`src/rtl/sha256_chunk_processor.sv`:
```
// SHA-256 compression over 512-bit chunks, keeping the running hash across a message.
// Define SHA256_UNROLL2_EN to run two rounds per cycle instead of one.
module sha256_chunk_processor #(
  parameter int           ROUNDS = 64,
  parameter logic [255:0] H_INIT = 256'h6a09e667_bb67ae85_3c6ef372_a54ff53a_510e527f_9b05688c_1f83d9ab_5be0cd19
) (
  input  logic         clk,
  input  logic         reset,
  input  logic [511:0] chunk,
  input  logic         chunk_valid,
  input  logic         chunk_last,
  output logic         chunk_processor_ready,
  output logic [255:0] digest,
  output logic         digest_valid,
  output logic         busy
);

  typedef enum logic [1:0] {IDLE, ROUND, UPDATE} state_t;

  localparam logic [31:0] K [64] = '{
    32'h428a2f98, 32'h71374491, 32'hb5c0fbcf, 32'he9b5dba5, 32'h3956c25b, 32'h59f111f1, 32'h923f82a4, 32'hab1c5ed5,
    32'hd807aa98, 32'h12835b01, 32'h243185be, 32'h550c7dc3, 32'h72be5d74, 32'h80deb1fe, 32'h9bdc06a7, 32'hc19bf174,
    32'he49b69c1, 32'hefbe4786, 32'h0fc19dc6, 32'h240ca1cc, 32'h2de92c6f, 32'h4a7484aa, 32'h5cb0a9dc, 32'h76f988da,
    32'h983e5152, 32'ha831c66d, 32'hb00327c8, 32'hbf597fc7, 32'hc6e00bf3, 32'hd5a79147, 32'h06ca6351, 32'h14292967,
    32'h27b70a85, 32'h2e1b2138, 32'h4d2c6dfc, 32'h53380d13, 32'h650a7354, 32'h766a0abb, 32'h81c2c92e, 32'h92722c85,
    32'ha2bfe8a1, 32'ha81a664b, 32'hc24b8b70, 32'hc76c51a3, 32'hd192e819, 32'hd6990624, 32'hf40e3585, 32'h106aa070,
    32'h19a4c116, 32'h1e376c08, 32'h2748774c, 32'h34b0bcb5, 32'h391c0cb3, 32'h4ed8aa4a, 32'h5b9cca4f, 32'h682e6ff3,
    32'h748f82ee, 32'h78a5636f, 32'h84c87814, 32'h8cc70208, 32'h90befffa, 32'ha4506ceb, 32'hbef9a3f7, 32'hc67178f2
  };

  function automatic logic [31:0] rotr(input logic [31:0] x, input int n);
    return (x >> n) | (x << (32 - n));
  endfunction

  function automatic logic [31:0] big_s0(input logic [31:0] x);
    return rotr(x, 2) ^ rotr(x, 13) ^ rotr(x, 22);
  endfunction

  function automatic logic [31:0] big_s1(input logic [31:0] x);
    return rotr(x, 6) ^ rotr(x, 11) ^ rotr(x, 25);
  endfunction

  function automatic logic [31:0] small_s0(input logic [31:0] x);
    return rotr(x, 7) ^ rotr(x, 18) ^ (x >> 3);
  endfunction

  function automatic logic [31:0] small_s1(input logic [31:0] x);
    return rotr(x, 17) ^ rotr(x, 19) ^ (x >> 10);
  endfunction

  // Working variables are packed a..h with a in the MSBs, matching the H layout.
  function automatic logic [255:0] round_step(input logic [255:0] v, input logic [31:0] k,
                                              input logic [31:0] wt);
    logic [31:0] a, b, c, d, e, f, g, h, t1, t2;
    {a, b, c, d, e, f, g, h} = v;
    t1 = h + big_s1(e) + ((e & f) ^ (~e & g)) + k + wt;
    t2 = big_s0(a) + ((a & b) ^ (a & c) ^ (b & c));
    return {t1 + t2, a, b, c, d + t1, e, f, g};
  endfunction

  state_t         state, next_state;
  logic [255:0]   h_state, vars, vars_next, h_sum;
  logic [31:0]    w [16];
  logic [5:0]     t;
  logic           last_chunk;
  logic           transfer, last_round;

  assign transfer = chunk_valid && chunk_processor_ready;
  assign busy     = (state != IDLE);

`ifdef SHA256_UNROLL2_EN
  localparam logic [5:0] T_LAST = 6'(ROUNDS - 2);
  localparam logic [5:0] T_STEP = 6'd2;
  logic [31:0] w16, w17;

  // w17 only needs W[15], so both new schedule words come straight from the register.
  assign w16       = small_s1(w[14]) + w[9] + small_s0(w[1]) + w[0];
  assign w17       = small_s1(w[15]) + w[10] + small_s0(w[2]) + w[1];
  assign vars_next = round_step(round_step(vars, K[t], w[0]), K[t + 6'd1], w[1]);
`else
  localparam logic [5:0] T_LAST = 6'(ROUNDS - 1);
  localparam logic [5:0] T_STEP = 6'd1;
  logic [31:0] w16;

  assign w16       = small_s1(w[14]) + w[9] + small_s0(w[1]) + w[0];
  assign vars_next = round_step(vars, K[t], w[0]);
`endif

  assign last_round = (t == T_LAST);

  always_comb begin
    h_sum = '0;
    for (int i = 0; i < 8; i++) begin
      h_sum[32*i +: 32] = h_state[32*i +: 32] + vars[32*i +: 32];
    end
  end

  always_comb begin
    next_state = state;
    case (state)
      IDLE:    if (transfer) next_state = ROUND;
      ROUND:   if (last_round) next_state = UPDATE;
      UPDATE:  next_state = IDLE;
      default: next_state = IDLE;
    endcase
  end

  always_ff @(posedge clk) begin
    if (reset) begin
      state                 <= IDLE;
      h_state               <= H_INIT;
      vars                  <= '0;
      t                     <= '0;
      last_chunk            <= 1'b0;
      chunk_processor_ready <= 1'b1;
      digest                <= '0;
      digest_valid          <= 1'b0;
      for (int i = 0; i < 16; i++) w[i] <= '0;
    end else begin
      state                 <= next_state;
      chunk_processor_ready <= (next_state == IDLE);
      digest_valid          <= 1'b0;
      case (state)
        IDLE: begin
          if (transfer) begin
            for (int i = 0; i < 16; i++) w[i] <= chunk[32*i +: 32];
            last_chunk <= chunk_last;
            vars       <= h_state;
            t          <= '0;
          end
        end
        ROUND: begin
          vars <= vars_next;
          t    <= t + T_STEP;
`ifdef SHA256_UNROLL2_EN
          for (int i = 0; i < 14; i++) w[i] <= w[i+2];
          w[14] <= w16;
          w[15] <= w17;
`else
          for (int i = 0; i < 15; i++) w[i] <= w[i+1];
          w[15] <= w16;
`endif
        end
        UPDATE: begin
          // The final chunk publishes the digest and rearms the IV for the next message.
          if (last_chunk) begin
            digest       <= h_sum;
            digest_valid <= 1'b1;
            h_state      <= H_INIT;
          end else begin
            h_state <= h_sum;
          end
        end
        default: ;
      endcase
    end
  end

endmodule

```
`config.mk`:
```
export PLATFORM = sky130hd
export DESIGN_NAME = sha256_chunk_processor
export DESIGN_NICKNAME = d
export VERILOG_FILES = /design/src/rtl/sha256_chunk_processor.sv
export SDC_FILE = /design/constraint.sdc
export NUM_CORES = 2
export LEC_CHECK = 0
export CAP_MARGIN = 15
export CORE_MARGIN = 3
export CORE_UTILIZATION = 45
export DETAILED_ROUTE_END_ITERATION = 8
export DONT_BUFFER_PORTS = 1
export PLACE_DENSITY = 0.63
export SETUP_SLACK_MARGIN = 0.02
export SLEW_MARGIN = 20
export SYNTH_ARGS = -nofsm -noshare
export SYNTH_HDL_FRONTEND = slang
export SYNTH_SLANG_ARGS = --single-unit
export TNS_END_PERCENT = 5
```
`constraint.sdc`:
```
create_clock -name clk -period 16.6 [get_ports clk]
set_input_delay 3.32 -clock clk [delete_from_list [all_inputs] [get_ports clk]]
set_output_delay 3.32 -clock clk [all_outputs]
set_load 0.1 [all_outputs]
```
* Word level (Yosys, flattened, before mapping)
Memory sizes are Yosys's and may differ from the RTL's.
Index checks and enable logic that the tools add are counted.
** Storage, ports and cells
- Register bits after elaboration :: 779
- Bits in latches :: 0
- Bits in writable memories :: 512
- Memory bits (read-only) :: 2048
- Bits of input ports :: 516
- Output and inout port bits :: 259
- Memories :: 2
** Memories
- (no name shown) :: words 64, bits a word 32, read ports 1, clocked after memory_dff 0, write ports 0, RTL line 86 : assign vars_next = round_step(vars, K[t], w[0]);
- w :: words 16, bits a word 32, read ports 16, clocked after memory_dff 0, write ports 16, RTL line 63 : logic [31:0] w [16];
** Cells by class
- Add/subtract/negate cells :: 19
- $mul :: 0
- Div/mod/pow operators :: 0
- $lt $le $gt $ge :: 1
- Equal/unequal tests :: 4
- Shift-type cells :: 0
- Muxes and demuxes :: 52
- Bitwise logic cells :: 61
- Reductions and logical operators :: 9
** Operators by type and width (number)
- $mux 32 :: 34
- $add 32x32->32 :: 18
- $mux 256 :: 2
- $pmux 256 s2 :: 1
- $xor 32x32->32 :: 9
- $and 32x32->32 :: 5
- $not 32->32 :: 1
- $or 1x1->1 :: 32
- $or 10x32->32 :: 1
- $or 13x32->32 :: 1
- $or 14x32->32 :: 1
- $or 15x32->32 :: 1
- $or 19x32->32 :: 1
- $or 21x32->32 :: 1
- $or 25x32->32 :: 1
- $or 26x32->32 :: 1
- $or 30x32->32 :: 1
- $or 7x32->32 :: 1
- $xor 32x22->32 :: 1
- $xor 32x29->32 :: 1
- $pmux 6 s2 :: 1
- $mux 1 :: 10
- $ge 7x7->1 const B :: 1
- $not 6->7 :: 1
- other kinds (14) :: 19

* Logic depth before layout (Yosys ltp)
- Depth in word-level cells :: 9
- Gate-level depth with buffers :: 44

* Least setup slack after synthesis
No wires, ideal clock.
- Path kind :: input to register
- Start point :: in chunk_valid
- End point :: mem w[1][0], enable pin
- Setup time :: 577 ps
- Arrival :: 8443 ps
- Data required time :: 16023 ps
- Path slack :: 7580 ps
- Stages on the path :: 5
- Path buffers :: 2
- Path through :: and3_1 clkbuf_1 clkbuf_1 nor2_1 inv_1
** RTL lines
- start, declared :: RTL line 10 : input logic chunk_valid,
- end, declared :: RTL line 63

* Worst setup path in the final report
- Start point :: reg t[0]
- End point :: reg vars[252]
** Between the ends
- Longest elaborated chain between the ends :: 8
** Ends and longest elaborated chain
- start, declared :: RTL line 64 : logic [5:0] t;
- start signal, assigned :: RTL line 134 : t <= t + T_STEP;
- $not 6->7 (implied by the code) :: RTL line 86
- $mem_v2 64x32
- $mux 32 (implied by the code) (2 in a row) :: RTL line 86
- $add 32x32->32 (2 in a row) :: RTL line 56 : t1 = h + big_s1(e) + ((e & f) ^ (~e & g)) + k + wt;
- $add 32x32->32 :: RTL line 58 : return {t1 + t2, a, b, c, d + t1, e, f, g};
- $pmux 256 s2 :: RTL line 123 : case (state)
- end signal, assigned :: RTL line 128 : vars <= h_state;
- end signal, assigned :: RTL line 133 : vars <= vars_next;
- end, declared :: RTL line 62 : logic [255:0] h_state, vars, vars_next, h_sum;
Every way passes these cells. The select of a mux whose other input is x is not followed.
A chain may end at the register's enable or synchronous reset.

==> key figures <==
Global route
  • Total Routing Usage GR: 0.324
  • Largest net degree at the start of global routing: 546
  • First-pass GRT wire length: 419,000 microns
  • Remaining global-route overflow: 0
  • Vias in the first global route: 59.6k
  • Initial antenna violation count: 19

Place
  • Port Buf Inserts: 0
  • Placed Instance Area: 0.0778 sq mm
  • Global placement routability congestion: 0.955
  • Pre-CTS setup slack: 6.60 ns
  • Dpl hpwl: 217,000 microns

Status
  • Status: complete, but fails checks
  • Failing checks: slew limit

Synth
  • Seq cells post-synth: 1,291
  • Synth area leader: dfxtp_1
  • Netlist cell types: 105
  • Seq/Total Area, Yosys: 0.406
  • Syn_area_per_cell: 9.26 sq um
  • Commonest cells in the netlist: 1,344 x nand2_1, 779 x dfxtp_1, 582 x a21oi_1, 582 x nor2_1, 531 x a22o_1
  • Cell Area, Synth: 0.0763 sq mm
  • EDFF count, synth: 512
  • Post-Syn Instances: 8,244
  • Net Count, Synth: 9,348
  • Synth area leaders: dfxtp_1 20%, edfxtp_1 20%, nand2_1 6.6%, ha_1 6.4%, a22o_1 6.1%
  • Top_reg_cell synth: dfxtp_1
  • Synth top area share: 0.204
  • Yosys warns: 0
  • Most common cell in the netlist: nand2_1
  • Post-synth ARST share: 0

Setup path
  • Crit path top cell by count: inv_1
  • RR Startpoint: t[0]
  • CP startpoint kind: flip-flop
  • CP peak stage delay: 0.86 ns
  • CP required: 17.31 ns
  • Crit-path max FO: 32
  • R2R depth: 40
  • Delay-heaviest family, CP: adder cells
  • Critical-path top delay cell: ha_1
  • CP Capture Type: flip-flop
  • Worst R2R End: vars[252]
  • Type of the worst setup path: reg2reg
  • Worst path buffer plus inverter count: 7
  • Flop2flop setup slack: 6.37 ns
  • Arrival time at the worst endpoint: 10.94 ns

STA
  • Final Skew: 0.0505 ns
  • Slew margin rel.: -0.0884
  • Setup_tns: 0 ns
  • Final setup vio count: 0
  • Worst-margin pin slew: 1.63 ns
  • Final setup margin: 6.37 ns
  • Final critical-path share of the clock period: 0.616
  • Setup repair after global routing missed its margin: no
  • Fmax: 97.7 MHz
  • Final Hold Viols: 0
  • Shortest period the worst path allows: 10.23 ns
  • Max-slew violations: 104

Clock tree
  • Post-CTS Resized: 0
  • Clock H-tree levels: 4
  • CTS clk-pin slew, worst paths: 0.06 ns
  • TritonCTS clock tree: done
  • Post CTS Setup Buffer Count: 0
  • Cts bufs inserted: 145
  • Root Driver: clkbuf_16
  • CTS Sinks: 1,291
  • Clk buf depth: 3
  • Hold_buf cts: 0
  • Clock Latency Late Sink: 0.84 ns

Floorplanning
  • Chip width: 418 microns
  • Standard-cell row count: 150
  • Die ar.: 0.175 sq mm
  • Die Y: 418 microns
  • I/O pins: 775
  • Initial core utilization: 0.455
  • Core region area: 0.168 sq mm

Worst hold path
  • Hold Crit Depth: 2
  • Hold Path End: vars[7]
  • Hold path startpoint: h_state[7]
  • Hold crit path type: reg2reg

Final layout
  • Final #Nets: 9,025
  • Share of layout cells above drive strength 1: 0.0548
  • Cell area after layout: 0.0829 sq mm
  • Core Util, Final: 0.494
  • Synth-to-layout area growth: 8.57%

Drt
  • Residual DRC: 0
  • DR vias: 63.8k
  • Routed len/inst: 28.7 microns
  • Vias per Instance: 6.22
  • Routed Antenna Nets: 0
  • Pre-Repair DR Iteration Count: 6
  • Final wirelength: 294,000 microns
  • DRT iter0 DRCs: 7,862

Flow run
  • Number of max-cap violations: 0
## worst max path at each step
stage	from	endpoint	slack [ns]	cells past startpoint
floorplan	chunk_valid	w[1][0]	7.58	5
global placement	t[0]	vars[252]	6.56	40
detailed placement	t[0]	vars[252]	6.60	40
CTS	t[0]	vars[252]	6.49	40
global route	t[0]	vars[252]	5.67	40
finish	t[0]	vars[252]	6.37	40
## flip-flops by register name (all words and copies together) (netlist names), 2 cells and up
name	cells
h_state	256
w	512
state	2
t	6
vars	256
digest	256
## cells in the final DEF, fill, tap and decap left out, types with 15 or more instances in the layout
cell	netlist	layout
a211oi_1	46	46
a21o_1	187	187
a21oi_1	582	582
a22o_1	531	531
a22oi_1	88	88
a311oi_1	245	245
a31oi_1	48	48
and2_1	15	15
and3_1	38	37
buf_4	0	73
bufinv_16	0	18
clkbuf_1	505	28
clkbuf_16	0	148
clkinv_2	0	18
dfxtp_1	779	774
diode_2	0	16
edfxtp_1	512	512
fa_1	195	195
ha_1	393	393
inv_1	321	318
mux2_2	30	30
mux2i_1	15	15
nand2_1	1344	1344
nand2b_1	54	52
nand3_1	118	117
nand3b_1	18	18
nand4_1	20	20
nor2_1	582	578
nor2b_1	45	43
nor3_1	62	62
o211ai_1	80	80
o21a_1	69	69
o21ai_0	336	334
o21bai_1	55	55
o31ai_1	27	27
or2_2	18	18
or3_1	30	30
xnor2_1	427	427
xor2_1	161	161
## through the flow
stage / instances / hold slack, ns
2_1_floorplan: 8244 / 0.449
3_3_place_gp: 9977 / 0.461
3_5_place_dp: 9977 / 0.468
4_1_cts: 10200 / 0.476
5_1_grt: 10200 / 0.500
6_report: 10300 / 0.475
## final cells by class
cell class,count,area [sq um]
clock buffer,189,3990
clock inverter,73,1040
fill,15800,84900
sequential,1291,31000
multi-input combinational,6080,42200
antenna,16,40.0
inverter,324,1240
tap,2204,2760
timing repair buffer,79,676
## tightest hold or removal path: stages, from the launching register on
cell and delay (ns):
dfxtp_1 0.33, nand2_1 0.06, a311oi_1 0.07
## routing by layer
metal / track usage / vias to the layer above / wire length [microns] / share of wire
met5: 0 / - / 80 / 0.00027
met4: 0.136 / 12 / 13300 / 0.045
met3: 0.0775 / 524 / 28500 / 0.097
met2: 0.481 / 3137 / 128000 / 0.44
met1: 0.452 / 31200 / 124000 / 0.42
li1: - / 28900 / - / -
## kinds of logic (layout without fill, tap and decap cells)
family,count (synthesis),in the layout,share of synthesized area
xor gates and xnor gates,590,590,0.0681
AOI/OAI and AO/OA,2466,2466,0.228
adders and majority gates,590,590,0.116
DFF,1291,1291,0.406
other,0,16,0
and+or+nand+nor,2380,2380,0.130
buffers and inverters,873,665,0.0432
muxes,54,54,0.00905
Power is not shown: default switching activity piles up to over one toggle a cycle in this logic, so the estimate is an artifact.
